$ cat config.mk
export PLATFORM = sky130hd
export DESIGN_NAME = pixel_addr_gen
export DESIGN_NICKNAME = d
export VERILOG_FILES = /design/src/rtl/pixel_addr_pkg.sv /design/src/rtl/pixel_tick_sync.sv /design/src/rtl/pixel_addr_gen.sv
export SDC_FILE = /design/constraint.sdc
export NUM_CORES = 1
export LEC_CHECK = 0
export ABC_AREA = 1
export BUFFER_PORTS_ARGS = -buffer_cell sky130_fd_sc_hd__buf_4
export CORE_MARGIN = 8
export CORE_UTILIZATION = 59
export DETAILED_ROUTE_END_ITERATION = 8
export GPL_ROUTABILITY_DRIVEN = 0
export PLACE_DENSITY = 0.86
export SYNTH_ARGS = -nofsm -noshare
export SYNTH_HDL_FRONTEND = slang
export SYNTH_SLANG_ARGS = --single-unit
$ cat constraint.sdc
create_clock -name clk -period 4.7 [get_ports clk]
set_clock_uncertainty 0.15 [all_clocks]
set_input_delay 0.94 -clock clk [delete_from_list [all_inputs] [get_ports clk]]
set_output_delay 0.94 -clock clk [all_outputs]
set_load 0.05 [all_outputs]
$ cat src/rtl/pixel_addr_pkg.sv
// Shared types for the pixel address generator: FSM state encoding and latched run configuration.
package pixel_addr_pkg;

  typedef enum logic [1:0] {
    IDLE  = 2'd0,
    RUN   = 2'd1,
    PAUSE = 2'd2,
    DONE  = 2'd3
  } state_t;

  typedef struct packed {
    logic cont;
    logic scale2x;
  } cfg_t;

  function automatic logic is_busy(input state_t s);
    return (s == RUN) || (s == PAUSE);
  endfunction

endpackage

$ cat src/rtl/pixel_tick_sync.sv
// Brings the asynchronous pixel clock into the clk domain and emits a 1-clk tick per rising edge.
module pixel_tick_sync (
  input  logic clk,
  input  logic n_rst,
  input  logic s_rst,
  input  logic pixel_clk,
  output logic tick
);

  logic s1, s2, s3;

  // s1/s2 form the metastability chain; s3 only delays s2 for edge detection.
  always_ff @(posedge clk or negedge n_rst) begin
    if (!n_rst) begin
      s1 <= 1'b0;
      s2 <= 1'b0;
      s3 <= 1'b0;
    end else if (s_rst) begin
      s1 <= 1'b0;
      s2 <= 1'b0;
      s3 <= 1'b0;
    end else begin
      s1 <= pixel_clk;
      s2 <= s1;
      s3 <= s2;
    end
  end

  assign tick = s2 & ~s3;

endmodule

$ cat src/rtl/pixel_addr_gen.sv
// Frame-buffer read-address generator: raster (x,y) walk with linear address, line/frame strobes,
// 2x upscale, one-shot/continuous and pause. Ping-pong buffering is enabled by FRAME_PINGPONG_EN.
module pixel_addr_gen
  import pixel_addr_pkg::*;
#(
  parameter int H_ACTIVE    = 640,
  parameter int V_ACTIVE    = 480,
  parameter int ADDR_W      = 20,
  parameter int FRAME_WORDS = H_ACTIVE * V_ACTIVE,
  localparam int X_W        = $clog2(H_ACTIVE),
  localparam int Y_W        = $clog2(V_ACTIVE)
) (
  input  logic              clk,
  input  logic              n_rst,
  input  logic              s_rst,
  input  logic              enable,
  input  logic              pixel_clk,
  input  logic              cont,
  input  logic              scale2x,
  input  logic [ADDR_W-1:0] base_addr,
  output logic [ADDR_W-1:0] addr,
  output logic [X_W-1:0]    x,
  output logic [Y_W-1:0]    y,
  output logic              line_done,
  output logic              frame_done,
  output logic              busy,
  output logic              buf_sel,
  output state_t            fsm_state
);

  localparam logic [X_W-1:0]    X_LAST = X_W'(H_ACTIVE - 1);
  localparam logic [Y_W-1:0]    Y_LAST = Y_W'(V_ACTIVE - 1);
  localparam logic [ADDR_W-1:0] H_STEP = ADDR_W'(H_ACTIVE);
  localparam logic [ADDR_W-1:0] H_HALF = ADDR_W'(H_ACTIVE / 2);
  localparam logic [ADDR_W-1:0] FW     = ADDR_W'(FRAME_WORDS);

  // Handshake: there is none in the valid/ready sense; tick is a single-cycle event that the
  // generator consumes only while in RUN with enable high, and every output is registered.

  logic tick;

  pixel_tick_sync u_tick_sync (
    .clk       (clk),
    .n_rst     (n_rst),
    .s_rst     (s_rst),
    .pixel_clk (pixel_clk),
    .tick      (tick)
  );

  state_t            state, state_n;
  cfg_t              cfg, cfg_n;
  logic [X_W-1:0]    x_n;
  logic [Y_W-1:0]    y_n;
  logic [ADDR_W-1:0] row_base, row_base_n;
  logic [ADDR_W-1:0] addr_n;
  logic [ADDR_W-1:0] base_q, base_n;
  logic              line_done_n, frame_done_n;
  logic              buf_q, buf_n;

  always_ff @(posedge clk or negedge n_rst) begin
    if (!n_rst) begin
      state      <= IDLE;
      cfg        <= '0;
      x          <= '0;
      y          <= '0;
      row_base   <= '0;
      addr       <= '0;
      base_q     <= '0;
      line_done  <= 1'b0;
      frame_done <= 1'b0;
      buf_q      <= 1'b0;
    end else if (s_rst) begin
      state      <= IDLE;
      cfg        <= '0;
      x          <= '0;
      y          <= '0;
      row_base   <= '0;
      addr       <= '0;
      base_q     <= '0;
      line_done  <= 1'b0;
      frame_done <= 1'b0;
      buf_q      <= 1'b0;
    end else begin
      state      <= state_n;
      cfg        <= cfg_n;
      x          <= x_n;
      y          <= y_n;
      row_base   <= row_base_n;
      addr       <= addr_n;
      base_q     <= base_n;
      line_done  <= line_done_n;
      frame_done <= frame_done_n;
      buf_q      <= buf_n;
    end
  end

  always_comb begin
    state_n      = state;
    cfg_n        = cfg;
    x_n          = x;
    y_n          = y;
    row_base_n   = row_base;
    addr_n       = addr;
    base_n       = base_q;
    line_done_n  = 1'b0;
    frame_done_n = 1'b0;
    buf_n        = buf_q;

    case (state)
      IDLE: begin
        x_n        = '0;
        y_n        = '0;
        buf_n      = 1'b0;
        addr_n     = base_addr;
        row_base_n = base_addr;
        base_n     = base_addr;
        if (enable) begin
          state_n       = RUN;
          cfg_n.cont    = cont;
          cfg_n.scale2x = scale2x;
        end
      end

      RUN: begin
        if (!enable) begin
          state_n = PAUSE;
        end else if (tick) begin
          if (x != X_LAST) begin
            x_n = x + X_W'(1);
          end else begin
            x_n         = '0;
            line_done_n = 1'b1;
            if (y != Y_LAST) begin
              y_n = y + Y_W'(1);
              // In upscale mode each source row is shown twice, so advance only after odd lines.
              row_base_n = row_base + (cfg.scale2x ? (y[0] ? H_HALF : '0) : H_STEP);
            end else begin
              y_n          = '0;
              frame_done_n = 1'b1;
              base_n       = base_addr;
              if (cfg.cont) begin
                cfg_n.cont    = cont;
                cfg_n.scale2x = scale2x;
`ifdef FRAME_PINGPONG_EN
                buf_n = ~buf_q;
`else
                buf_n = 1'b0;
`endif
                row_base_n = base_addr + (buf_n ? FW : '0);
              end else begin
                state_n    = DONE;
                buf_n      = 1'b0;
                row_base_n = base_addr;
              end
            end
          end
          addr_n = row_base_n + (cfg_n.scale2x ? ADDR_W'(x_n >> 1) : ADDR_W'(x_n));
        end
      end

      PAUSE: begin
        if (enable) begin
          state_n = RUN;
        end
      end

      DONE: begin
        x_n    = '0;
        y_n    = '0;
        buf_n  = 1'b0;
        addr_n = base_q;
        if (!enable) begin
          state_n = IDLE;
        end
      end

      default: begin
        state_n = IDLE;
      end
    endcase
  end

  assign busy      = is_busy(state);
  assign buf_sel   = buf_q;
  assign fsm_state = state;

endmodule
After elaboration in Yosys (flattened, before gate mapping):

Cells that the tools add are included.

* add/sub/neg operators: 4
* eq/ne operators: 16
* mux-type cells: 76
* bitwise operators: 2
* reductions and logical operators: 16

Operators by type and width (count)
* 20-bit two-way mux: 16
* 10-bit two-way mux: 9
* 20-bit case mux with 2 select lines: 2
* 20-bit case mux with 3 select lines: 1
* 9-bit two-way mux: 6
* 20-bit by 10-bit adder with 20-bit output: 2
* 2-bit two-way mux: 18
* 10-bit case mux with 2 select lines: 1
* 1-bit two-way mux: 19
* 3-bit inequality test (second input constant): 6
* 9-bit case mux with 2 select lines: 1
* 4-bit inequality test (second input constant): 4
* 6-bit AND reduction: 2
* 10-bit by 1-bit adder with 10-bit output (second input constant): 1
* 10-bit inequality test (second input constant): 1
* 5-bit AND reduction: 2
* 9-bit by 1-bit adder with 9-bit output (second input constant): 1
* 9-bit inequality test (second input constant): 1
* 3-bit AND reduction: 3
* 4-bit AND reduction: 2
* 2-bit case mux with 3 select lines: 1
* 3-bit nonzero test: 2
* 2-bit == test (second input constant): 2
* 2-bit case mux with 2 select lines: 1
* other kinds (9): 10

* register bits after elaboration: 89
* bits of input ports: 27

Longest topological paths before layout:

Gate-level depths: netlist of run 1.

* depth in word-level cells: 13
* mapped depth: 26
* gate-level depth less buffers: 25

Cells and area by module:

A second synthesis of run 1 with hierarchy kept.

* cell total of the unflattened synthesis: 912
* area total of the unflattened synthesis: 6273.5 um^2

Modules (own cells, without submodules)
* pixel_addr_gen: instances 1, cells each 902, area each 6172.2 um^2, sequential area each 2127.0 um^2
* pixel_tick_sync: instances 1, cells each 10, area each 101.3 um^2, sequential area each 75.1 um^2

Worst setup path before layout of run 1:

Ideal clock, no wire load.

* path type: reg2reg
* start point: register y[0]
* end point: register addr[14]
* library setup time: 0.124 ns
* arrival: 3.503 ns
* data required time: 4.426 ns
* path slack: 0.923 ns
* stages on the path, launching flop included: 22
* buffers on the path: 1
* clock period less this slack: 3.777 ns
* cells stage by stage: dfrtp_1 ha_1 nand4_2 inv_2 nand2_4 nor2_4 nand3_1 nand2_2 clkbuf_1 o21ai_0 ha_1 inv_1 nor3_1 nand3_1 o2111ai_1 nand3_1 nor2_4 nand2_1 nand2_1 o21ai_1 o211ai_1 nand2_1

* word-level cells in the longest chain between the ends: 13
* elaborated cells on any way between the ends: 20

Ends and longest elaborated chain
* start: declaration: line pixel_addr_gen.sv:23 `output logic [Y_W-1:0] y,`
* start signal: assignment: line pixel_addr_gen.sv:87 `y <= y_n;`
* 9-bit two-way mux: line pixel_addr_gen.sv:136 `row_base_n = row_base + (cfg.scale2x ? (y[0] ? H_HALF : '0) : H_STEP);`
* 10-bit two-way mux: line pixel_addr_gen.sv:136
* 20-bit by 10-bit adder with 20-bit output: line pixel_addr_gen.sv:136
* 20-bit two-way mux: line pixel_addr_gen.sv:133 `if (y != Y_LAST) begin`
* 20-bit two-way mux: line pixel_addr_gen.sv:128 `if (x != X_LAST) begin`
* 20-bit two-way mux: line pixel_addr_gen.sv:127 `end else if (tick) begin`
* 20-bit two-way mux: line pixel_addr_gen.sv:125 `if (!enable) begin`
* 20-bit two-way mux: line pixel_addr_gen.sv:109 `case (state)`
* 20-bit by 10-bit adder with 20-bit output *: line pixel_addr_gen.sv:157 `addr_n = row_base_n + (cfg_n.scale2x ? ADDR_W'(x_n >> 1) : ADDR_W'(x_n));`
* 20-bit two-way mux *: line pixel_addr_gen.sv:127
* 20-bit two-way mux *: line pixel_addr_gen.sv:125
* 20-bit case mux with 3 select lines *: line pixel_addr_gen.sv:109
* 20-bit two-way mux *: line pixel_addr_gen.sv:72 `end else if (s_rst) begin`
* end signal: assignment: line pixel_addr_gen.sv:89 `addr <= addr_n;`
* end: declaration: line pixel_addr_gen.sv:21 `output logic [ADDR_W-1:0] addr,`

Mark *: on every way between the ends. The rest lies on a longest branch, timed or not. The select of a mux whose other input is x is not followed.
A chain may end at the register's enable or synchronous reset.

Worst setup path after layout of run 1:

* start point: register x[0]
* end point: register addr[4]

* word-level cells in the longest chain between the ends: 11
* elaborated cells on any way between the ends: 20

Ends and longest elaborated chain
* start: declaration: line pixel_addr_gen.sv:22 `output logic [X_W-1:0] x,`
* start signal: assignment: line pixel_addr_gen.sv:86 `x <= x_n;`
* 10-bit by 1-bit adder with 10-bit output or 10-bit inequality test (tied branches): line pixel_addr_gen.sv:129, pixel_addr_gen.sv:128
* 10-bit two-way mux or 2-bit two-way mux (tied branches): line pixel_addr_gen.sv:128
* 10-bit two-way mux or 2-bit two-way mux (tied branches): line pixel_addr_gen.sv:127
* 10-bit two-way mux or 2-bit two-way mux (tied branches): line pixel_addr_gen.sv:125
* 10-bit two-way mux or 2-bit two-way mux (tied branches): line pixel_addr_gen.sv:109
* 10-bit two-way mux: line pixel_addr_gen.sv:157
* 20-bit by 10-bit adder with 20-bit output *: line pixel_addr_gen.sv:157
* 20-bit two-way mux *: line pixel_addr_gen.sv:127
* 20-bit two-way mux *: line pixel_addr_gen.sv:125
* 20-bit case mux with 3 select lines *: line pixel_addr_gen.sv:109
* 20-bit two-way mux *: line pixel_addr_gen.sv:72

Marked as above.

==> results.json, run 1 <==
{
  "layout_common_cells": "233 x nand2_1, 109 x inv_1, 88 x dfrtp_1",
  "p_per_area_nw_per_um2": 570.5,
  "tns_ns": 0,
  "netlist-cell-type-count": 44,
  "cellLeakagePower_nw": 3.543,
  "drtIter0Drc": 796,
  "worstPathRequired_ns": 4.83,
  "worst_path_most_repeated_cell": "o21ai_0",
  "grt_pass1_vias": 6120,
  "antenna_found_initial": 1,
  "final_area_um2": 6987,
  "ys_warn_count": 0,
  "status": "complete, no violations",
  "nets": 998,
  "hold_violations": 0,
  "die-area_um2": 13880,
  "diodes": 0,
  "synth-main-ff-cell": "dfrtp_1",
  "track_usage_pct": 27.01,
  "max-cap-violations": 0,
  "netlist_area_um2": 6115,
  "grt_overflow": 0,
  "final_common_cell": "nand2_1",
  "post_cts_buffers": 0,
  "synth_nets": 938,
  "maxSlewViolCount": 0,
  "cp.arrival_ns": 4.31,
  "ir_worst_vdd_v": 0.0004587,
  "cp-end-kind": "flip-flop",
  "crit_fanout": 13,
  "num_rows": 37,
  "viasPerCell": 5.898,
  "grt_max_degree": 60,
  "tightest_slew_ns": 0.8767,
  "area_growth_syn_to_layout_pct": 14.26,
  "power_mw": 3.986,
  "wirelength_um": 18460,
  "cts_root_buffer": "clkbuf_8",
  "vias": 6441,
  "final_antenna_net_count": 0,
  "clkTransAtPathRegs_ns": 0.10,
  "clkSinkCount": 88,
  "min_period_ns": 4.180,
  "cp_slowest_cell": "fa_1",
  "critPathLaunchType": "flip-flop",
  "htree_levels": 3,
  "dp_hpwl_um": 13240,
  "cts_tree": "yes",
  "grt_pass1_wl_um": 30820,
  "cts_made_buffers": 9,
  "die_w_um": 117.8,
  "synth.avg_cell_area_um2": 6.863,
  "start_util_pct": 60.04,
  "synth-edff-count": 0,
  "max_freq_mhz": 239.2,
  "crit_chain": "ha_1 > nand2_2 > nor2_4 > nand4_2 > buf_4 > nor2_4 > nand3_1 > nand2_2 > inv_1 > nand2_1 > o21ai_0 > ha_1 > fa_1 > inv_1 > nor2_1 > o21ai_0 > nand2_1 > o21ai_0 > o21ai_0 > o31ai_1",
  "min_path_type": "flip-flop to flip-flop",
  "nFillCells": 890,
  "port_buffers": 70,
  "clk_latency_ns": 0.37,
  "synth-seq-cells": 88,
  "placed_cell_area_um2": 6739,
  "core-area_um2": 10180,
  "finalCritPeriodShare_pct": 88.94,
  "cts_resized": 0,
  "async_flop_share_pct": 100.0,
  "worst-setup-path-type": "flip-flop to flip-flop",
  "synth_cells": 891,
  "cp_top_family": "simple AND/OR/NAND/NOR gates",
  "routedWlPerCell_um": 16.90,
  "rsz0062_at_grt": "false",
  "route.detailed.drc": 0,
  "layout-drive-gt1-share_pct": 13.91,
  "firstDrtPassIters": 6,
  "ios": 72,
  "finalSetupViolCount": 0,
  "cp_num_buf_inv": 3,
  "relSlewSlack_pct": 41.49,
  "cts_hold_buf": 0,
  "die_y_um": 117.8,
  "max_stage_delay_ns": 0.48,
  "synth_seq_area_share_pct": 36.01,
  "clockBufferDepth": 2
}
[layout make-up]
class,instances,area [µm²],area share (%)
repair buffers,83,623.1,8.918
well taps,136,170.2,2.436
inverters,115,431.7,6.178
clock buffers,9,123.9,1.773
flip-flops and latches,88,2202,31.52
multi-input cells,654,3312,47.40
clock inverters,7,123.9,1.773
[worst min-delay path: stages, from the launching register on]
cell and delay, ns:
dfrtp_1 0.39, inv_1 0.05, nor2_1 0.03
[worst paths after layout]
path | start | end | slack [ns] | cells after the start
worst max-delay path | x[0] | addr[4] | 0.52 | 20
worst min-delay path | u_tick_sync.s1 | u_tick_sync.s2 | 0.34 | 2
worst max register to register | x[0] | addr[4] | 0.52 | 20
worst min register to register | u_tick_sync.s1 | u_tick_sync.s2 | 0.34 | 2
max in group asynchronous | n_rst | base_q[7] | 3.07 | 2
min in group asynchronous | n_rst | y[3] | 0.47 | 1
[stage by stage]
step                cells  hold WS, ns  utilization, %  setup WS [ns]
global placement     1076       0.2873           66.17         0.7296
floorplan             891       0.2840               -         0.9226
CTS                  1092       0.3390           68.60         0.6507
finish               1092       0.3366           68.60         0.5199
global route         1092       0.3636           68.60         0.2124
detailed placement   1076       0.3195           66.17         0.7040
[cell families after synthesis]
logic type	after synthesis	synth area share [%]
and+or+nand+nor	416	29.94
AOI/OAI and AO/OA	214	19.30
buffers and inverters	149	9.924
DFF	88	36.01
adders and majority gates	20	4.338
xor gates and xnor gates	3	0.4298
other	1	0.06133
[sequential cells by signal (all words and copies together), names as in the netlist]
| register | count |
|---|---|
| addr | 20 |
| fsm_state | 2 |
| y | 9 |
| base_q | 20 |
| line_done | 1 |
| x | 10 |
| u_tick_sync.s2 | 1 |
| row_base | 20 |
| u_tick_sync.s3 | 1 |
| frame_done | 1 |
| cfg | 2 |
| u_tick_sync.s1 | 1 |
[where the power goes]
group / internal [mW] / switching (mW) / total [mW]
Sequential: 1.00 / 0.183 / 1.19
Clock: 0.359 / 0.302 / 0.661
Combinational: 0.620 / 1.52 / 2.14
[synthesized netlist by cell type (2+ instances only)]
cell type  instances  area share [%]
nand4_1           16             1.6
clkinv_1           3            0.18
ha_1              18             3.7
a22oi_1            6            0.74
inv_1            109             6.7
nand2_2           10             1.0
nand2_1          233              14
a32o_1             2            0.33
clkbuf_1          21             1.3
nand3_1           53             4.3
a21oi_1           87             7.1
nor3b_1            2            0.25
o2111ai_1          2            0.29
buf_6              3            0.55
o21ai_1            6            0.49
nor4_1             3            0.31
nand3_2            2            0.33
o22ai_1            7            0.72
buf_2              8            0.65
a21oi_2            2            0.29
fa_1               2            0.65
xor2_1             3            0.43
inv_2              3            0.18
dfrtp_1           88              36
o31ai_1            3            0.37
nor2_1            71             4.4
o21ai_0           86             7.0
o211ai_1           5            0.61
nand2_4            2            0.37
nor2_4             7             1.3
nand4_2            2            0.41
a21oi_4            2            0.53
nor3_1            13             1.1
[routing by layer]
layer	wire length (µm)	GRT usage, %
met2	8030	39.87
met5	13	0
met3	2138	6.475
met4	565	11.93
met1	7707	36.84
Note: power is estimated with default switching activity, not from simulation.
==> run 2, diff against run 1 <==
--- a/config.mk
+++ b/config.mk
@@ -8,10 +8,11 @@
 export ABC_AREA = 1
 export BUFFER_PORTS_ARGS = -buffer_cell sky130_fd_sc_hd__buf_4
 export CORE_MARGIN = 8
-export CORE_UTILIZATION = 59
+export CORE_UTILIZATION = 60
 export DETAILED_ROUTE_END_ITERATION = 8
 export GPL_ROUTABILITY_DRIVEN = 0
-export PLACE_DENSITY = 0.86
+export PLACE_DENSITY = 0.87
 export SYNTH_ARGS = -nofsm -noshare
 export SYNTH_HDL_FRONTEND = slang
+export SYNTH_HIERARCHICAL = 1
 export SYNTH_SLANG_ARGS = --single-unit
==> results.json, run 2 <==
{
  "synth-main-ff-cell": "dfrtp_1",
  "clkTransAtPathRegs_ns": 0.09,
  "die_w_um": 118.3,
  "ir_worst_vdd_v": 0.0003759,
  "routedWlPerCell_um": 16.12,
  "p_sw_share_pct": 51.51,
  "dp_hpwl_um": 13140,
  "netlist_area_um2": 6274,
  "track_usage_pct": 25.49,
  "synth_area_leader_cell": "dfrtp_1",
  "clkSinkCount": 88,
  "nets": 1017,
  "clkPwrFrac_pct": 13.6,
  "diodes": 0,
  "synth-edff-count": 0,
  "synth_nets": 959,
  "wirelength_um": 17910,
  "rsz0062_at_grt": "false",
  "yosysTopAreaCellShare_pct": 35.10,
  "yosysMostFrequentCell": "nand2_1",
  "synth-seq-cells": 88,
  "dpl.cell_count": 1095,
  "finalCritPeriodShare_pct": 86.76,
  "cts_root_buffer": "clkbuf_8",
  "synth.avg_cell_area_um2": 6.879,
  "grt_pass1_vias": 6248,
  "max_stage_delay_ns": 0.45,
  "antenna_found_initial": 0,
  "min_period_ns": 4.078,
  "cts_resized": 0,
  "ys_top_cells_by_area": "dfrtp_1 35%, nand2_1 14%, a21oi_1 6.9%",
  "vias": 6502,
  "route.detailed.drc": 0,
  "maxSlewViolCount": 0,
  "tightest_slew_ns": 0.9121,
  "clk_latency_ns": 0.36,
  "viasPerCell": 5.852,
  "worst-setup-path-type": "flip-flop to flip-flop",
  "netlist-cell-type-count": 51,
  "ys_warn_count": 6,
  "port_buffers": 70,
  "crit_chain": "ha_1 > nand4_1 > nor2_1 > nand3_1 > nand2_1 > nand2_2 > inv_1 > o21ai_0 > ha_1 > a21oi_1 > inv_1 > a21oi_1 > o21ai_0 > a21oi_1 > nor2_2 > nand3_2 > nand2_2 > o21ai_1 > o21ai_0 > a21o_1 > nand2_1",
  "layout_common_cells": "226 x nand2_1, 108 x inv_1, 88 x dfrtp_1",
  "grt_overflow": 0,
  "p_sw_mw": 2.076,
  "cts_tree": "yes",
  "post_cts_buffers": 0,
  "area_growth_syn_to_layout_pct": 13.10,
  "firstDrtPassIters": 8,
  "synth_seq_area_share_pct": 35.10,
  "final_common_cell": "nand2_1",
  "ios": 72,
  "critPathLaunchType": "flip-flop",
  "layout-drive-gt1-share_pct": 14.67,
  "synthTopCellsByCount": "226 x nand2_1, 108 x inv_1, 88 x dfrtp_1, 86 x a21oi_1, 85 x o21ai_0",
  "grt_max_degree": 64,
  "cp-end-kind": "flip-flop",
  "final_antenna_net_count": 0,
  "finalSetupViolCount": 0,
  "synth_cells": 912,
  "seq_power_share_pct": 29.7,
  "core-area_um2": 10230,
  "worstPathRequired_ns": 4.86,
  "die_y_um": 118.3,
  "min_path_type": "flip-flop to flip-flop",
  "max-cap-violations": 0,
  "fin_cells": 1111,
  "relSlewSlack_pct": 39.12,
  "tns_ns": 0,
  "cts_made_buffers": 9,
  "num_rows": 37,
  "cts_hold_buf": 0,
  "cp.arrival_ns": 4.23,
  "crit_fanout": 14,
  "cellLeakagePower_nw": 3.524,
  "grt_pass1_wl_um": 29840,
  "largestRegisters": "addr (20), base_q (20), row_base (20)",
  "die-area_um2": 13980,
  "drtIter0Drc": 541,
  "max_freq_mhz": 245.2,
  "htree_levels": 3,
  "cp_slowest_cell": "dfrtp_1",
  "hold_violations": 0,
  "p_int_mw": 1.954,
  "async_flop_share_pct": 100.0,
  "p_per_area_nw_per_um2": 567.8,
  "clockBufferDepth": 2,
  "start_util_pct": 61.32,
  "status": "complete, no violations",
  "pwr-share-comb_pct": 56.7
}
-- run 2: changes by cell type in the layout (fill, tap and decap cells not counted), moves of 4 or more --
cell / change
a31oi_1: +4
a32o_1: +4
buf_4: -4
inv_2: +4
nand2_1: -7
nand3_2: +5
nor2_1: +8
nor2_2: +6
-- run 2: per-layer routing --
metal	vias to the layer above	wire length (µm)	track usage (%)	share of wire, %
li1	3139	-	-	-
met2	303	8520	42.24	48
met1	3011	7263	31.67	41
met5	-	0	0	0
met4	0	567	11.13	3.2
met3	49	1558	5.093	8.7
-- run 2: kinds of logic after synthesis --
logic type,synth area share [%]
multiplexers,0.1596
buffers and inverters,9.334
other,0.05978
AND/OR/NAND/NOR,30.47
adder cells (fa/ha/maj),4.228
flip-flops,35.10
AO/OA/AOI/OAI,20.22
XOR/XNOR,0.4189
-- run 2: power groups by stage --
stage	registers (mW)	clock network (mW)	logic, mW
2_1_floorplan	1.43	0	1.39
3_3_place_gp	1.20	0	2.21
3_5_place_dp	1.20	0	2.24
4_1_cts	1.19	0.550	2.25
5_1_grt	1.23	0.584	2.51
6_report	1.20	0.547	2.28
-- run 2: stage by stage --
step | utilization (%) | worst slack (ns) | total power, mW | area [µm²] | hold slack (ns)
after floorplan | - | 0.9282 | 2.823 | 6274 | 0.2840
after global placement | 67.41 | 0.9107 | 3.407 | 6897 | 0.2901
after detailed placement | 67.41 | 0.7821 | 3.442 | 6897 | 0.3189
after CTS | 69.35 | 0.6998 | 3.995 | 7096 | 0.3422
after global routing | 69.35 | 0.1438 | 4.320 | 7096 | 0.3647
final | 69.35 | 0.6222 | 4.029 | 7096 | 0.3381
-- run 2: path summary, 6_finish.rpt --
| kind | slack [ns] | from | cells past startpoint | end |
|---|---|---|---|---|
| max in group asynchronous | 3.03 | n_rst | 2 | base_q[5] |
| min in group asynchronous | 0.51 | n_rst | 1 | x[3] |
| setup / recovery | 0.62 | y[0] | 21 | addr[11] |
| setup reg to reg | 0.62 | y[0] | 21 | addr[11] |
| hold / removal | 0.34 | addr[18] | 2 | addr[18] |
| hold reg to reg | 0.34 | addr[18] | 2 | addr[18] |
-- run 2: worst max-delay path, delay by kind of cell (launching register included) --
family,cells,cell delay [ns]
buffers and inverters,2,0.28
DFF,1,0.45
adders and majority gates,2,0.64
AOI/OAI and AO/OA,8,1.32
and+or+nand+nor,9,1.17
-- run 2: layout make-up --
| class | instances | area [µm²] |
|---|---|---|
| Multi-Input combinational cell | 675 | 3490 |
| Fill cell | 885 | 3136 |
| Sequential cell | 88 | 2202 |
| Timing Repair Buffer | 79 | 593.1 |
| Inverter | 117 | 441.7 |
| Tap cell | 136 | 170.2 |
| Clock buffer | 12 | 145.1 |
| Clock inverter | 4 | 53.80 |
==> run 3, diff against run 2 <==
--- a/config.mk
+++ b/config.mk
@@ -5,13 +5,12 @@
 export SDC_FILE = /design/constraint.sdc
 export NUM_CORES = 1
 export LEC_CHECK = 0
-export ABC_AREA = 1
 export BUFFER_PORTS_ARGS = -buffer_cell sky130_fd_sc_hd__buf_4
 export CORE_MARGIN = 8
-export CORE_UTILIZATION = 60
+export CORE_UTILIZATION = 59
 export DETAILED_ROUTE_END_ITERATION = 8
 export GPL_ROUTABILITY_DRIVEN = 0
-export PLACE_DENSITY = 0.87
+export PLACE_DENSITY = 0.86
 export SYNTH_ARGS = -nofsm -noshare
 export SYNTH_HDL_FRONTEND = slang
 export SYNTH_HIERARCHICAL = 1
==> results.json, run 3 <==
{
  "status": "complete, no violations",
  "drtIter0Drc": 570,
  "synth_seq_area_share_pct": 37.83,
  "cp.arrival_ns": 4.56,
  "clkPwrFrac_pct": 19.0,
  "fin_cells": 900,
  "maxSlewViolCount": 0,
  "tns_ns": 0,
  "dp_slack_ns": 0.05189,
  "largestRegisters": "addr (20), base_q (20), row_base (20)",
  "clkSinkCount": 88,
  "final_antenna_net_count": 0,
  "final_common_cell": "nand2_1",
  "placed_cell_area_um2": 6496,
  "worstPathRequired_ns": 4.79,
  "dp_hpwl_um": 12270,
  "grt_pass1_wl_um": 27720,
  "synthTopCellsByCount": "117 x nand2_1, 88 x dfrtp_1, 65 x o21ai_0, 44 x a21oi_1, 40 x nand3_1",
  "p_sw_share_pct": 45.11,
  "crit_fanout": 8,
  "p_sw_mw": 1.299,
  "netlist_area_um2": 5821,
  "pwr-share-comb_pct": 44.7,
  "crit_chain": "ha_1 > nand4_1 > nor4_4 > and4_1 > a21oi_4 > inv_1 > nor2_1 > a21oi_1 > nor2_1 > ha_1 > fa_1 > a21o_1 > a211oi_1 > nor2_1 > o41ai_2 > o21a_2 > nor4_4 > nand3_1 > xor2_1 > o21ai_1",
  "routedWlPerCell_um": 19.45,
  "synth-edff-count": 0,
  "power_mw": 2.879,
  "grt_max_degree": 89,
  "synth.avg_cell_area_um2": 8.375,
  "antenna_found_initial": 0,
  "vias": 5760,
  "p_int_mw": 1.581,
  "clockBufferDepth": 2,
  "synth_cells": 695,
  "cp-end-kind": "flip-flop",
  "cellLeakagePower_nw": 3.112,
  "wirelength_um": 17500,
  "final_area_um2": 6798,
  "start_util_pct": 60.10,
  "clk_latency_ns": 0.37,
  "relSlewSlack_pct": 25.03,
  "die_y_um": 115.3,
  "synth-seq-cells": 88,
  "synth_nets": 742,
  "layout_common_cells": "117 x nand2_1, 95 x buf_4, 85 x dfrtp_1",
  "min_period_ns": 4.475,
  "nets": 809,
  "synth_area_leader_cell": "dfrtp_1",
  "max_freq_mhz": 223.5,
  "htree_levels": 3,
  "die-area_um2": 13300,
  "port_buffers": 70,
  "num_rows": 36,
  "cts_tree": "yes",
  "finalCritPeriodShare_pct": 95.21,
  "grt_overflow": 0,
  "dpl.cell_count": 874,
  "route.detailed.drc": 0,
  "viasPerCell": 6.400,
  "reg2reg_setup_slack_ns": 0.23,
  "netlist-cell-type-count": 68,
  "critPathLaunchType": "flip-flop",
  "diodes": 0,
  "cts_hold_buf": 0,
  "min_path_cells": 2,
  "die_w_um": 115.3,
  "track_usage_pct": 26.06,
  "max-cap-violations": 0,
  "ys_top_cells_by_area": "dfrtp_1 38%, nand2_1 7.5%, o21ai_0 5.6%",
  "cts_root_buffer": "clkbuf_8",
  "reg2regPathDepth": 20,
  "worst-setup-path-type": "flip-flop to flip-flop",
  "firstDrtPassIters": 6,
  "ir_worst_vdd_v": 0.0002313,
  "worst_path_most_repeated_cell": "nor2_1",
  "timing.final.ws_setup_ns": 0.2253,
  "hold_violations": 0,
  "ys_warn_count": 6,
  "ios": 72,
  "hold_ws_ns": 0.3280,
  "post-route-util_pct": 70.19,
  "min_path_type": "flip-flop to flip-flop",
  "seq_power_share_pct": 36.3,
  "tightest_slew_ns": 1.125,
  "clkTransAtPathRegs_ns": 0.10,
  "yosysTopAreaCellShare_pct": 37.83,
  "core-area_um2": 9684,
  "finalSetupViolCount": 0,
  "area_growth_syn_to_layout_pct": 16.79,
  "p_per_area_nw_per_um2": 423.6,
  "nFillCells": 767,
  "yosysMostFrequentCell": "nand2_1",
  "layout-drive-gt1-share_pct": 18.64,
  "max_stage_delay_ns": 0.45,
  "synth-main-ff-cell": "dfrtp_1",
  "async_flop_share_pct": 100.0,
  "cp_slowest_cell": "dfrtp_2",
  "cts_made_buffers": 9,
  "grt_pass1_vias": 5553
}
-- run 3: cell types whose count changed in the layout (fill, tap and decap cells not counted), moves of 20 or more --
cell,before,now
nor2_1,78,35
o21ai_0,85,65
a21oi_1,85,44
nand2_1,226,117
inv_1,108,21
-- run 3: repair_timing --
action	in CTS	in global routing
buffers inserted	0	10
endpoints found under the setup margin	0	11
gates resized for setup	0	6
-- run 3: logic make-up after synthesis --
kind of cell	after synthesis	synth area share, %
AO/OA/AOI/OAI	202	22.34
XOR/XNOR	29	4.364
adder cells (fa/ha/maj)	20	4.557
buffers and inverters	61	4.235
flip-flops	88	37.83
multiplexers	27	4.880
other	1	0.06443
AND/OR/NAND/NOR	267	21.73
-- run 3: worst paths after layout --
path	startpoint	end
min reg2reg	base_q[9]	base_q[9]
min in group asynchronous	n_rst	base_q[4]
min	base_q[9]	base_q[9]
max reg2reg	x[0]	addr[16]
max in group asynchronous	n_rst	y[0]
max	x[0]	addr[16]
-- run 3: power by group through the flow --
stage	Clock [mW]	Combinational (mW)	Sequential, mW
5_1_grt	0.577	1.37	1.06
4_1_cts	0.548	1.24	1.04
3_5_place_dp	0	1.24	1.05
3_3_place_gp	0	1.21	1.04
6_report	0.547	1.29	1.04
2_1_floorplan	0	0.695	1.21
-- run 3: layout make-up --
type,instances,area (µm²),share of cell area [%]
multi-input cells,546,3435,50.52
flip-flops and latches,88,2206,32.45
repair buffers,95,713.2,10.49
well taps,133,166.4,2.448
clock buffers,10,127.6,1.877
inverters,22,82.58,1.215
clock inverters,6,67.56,0.9939
-- run 3: metal layers --
layer	track usage [%]	share of wire (%)	vias up
met5	0	0	-
met4	11.73	3.4	0
met3	4.464	8.2	61
met2	43.91	49	312
met1	31.93	39	2749
li1	-	-	2638
-- run 3: worst max-delay path, delay by kind of cell, from the launching register on --
kind                       cells  cell delay [ns]
xor gates and xnor gates       1             0.18
adders and majority gates      3             0.96
DFF                            1             0.45
and+or+nand+nor                8             1.18
AOI/OAI and AO/OA              7             1.30
buffers and inverters          1             0.11
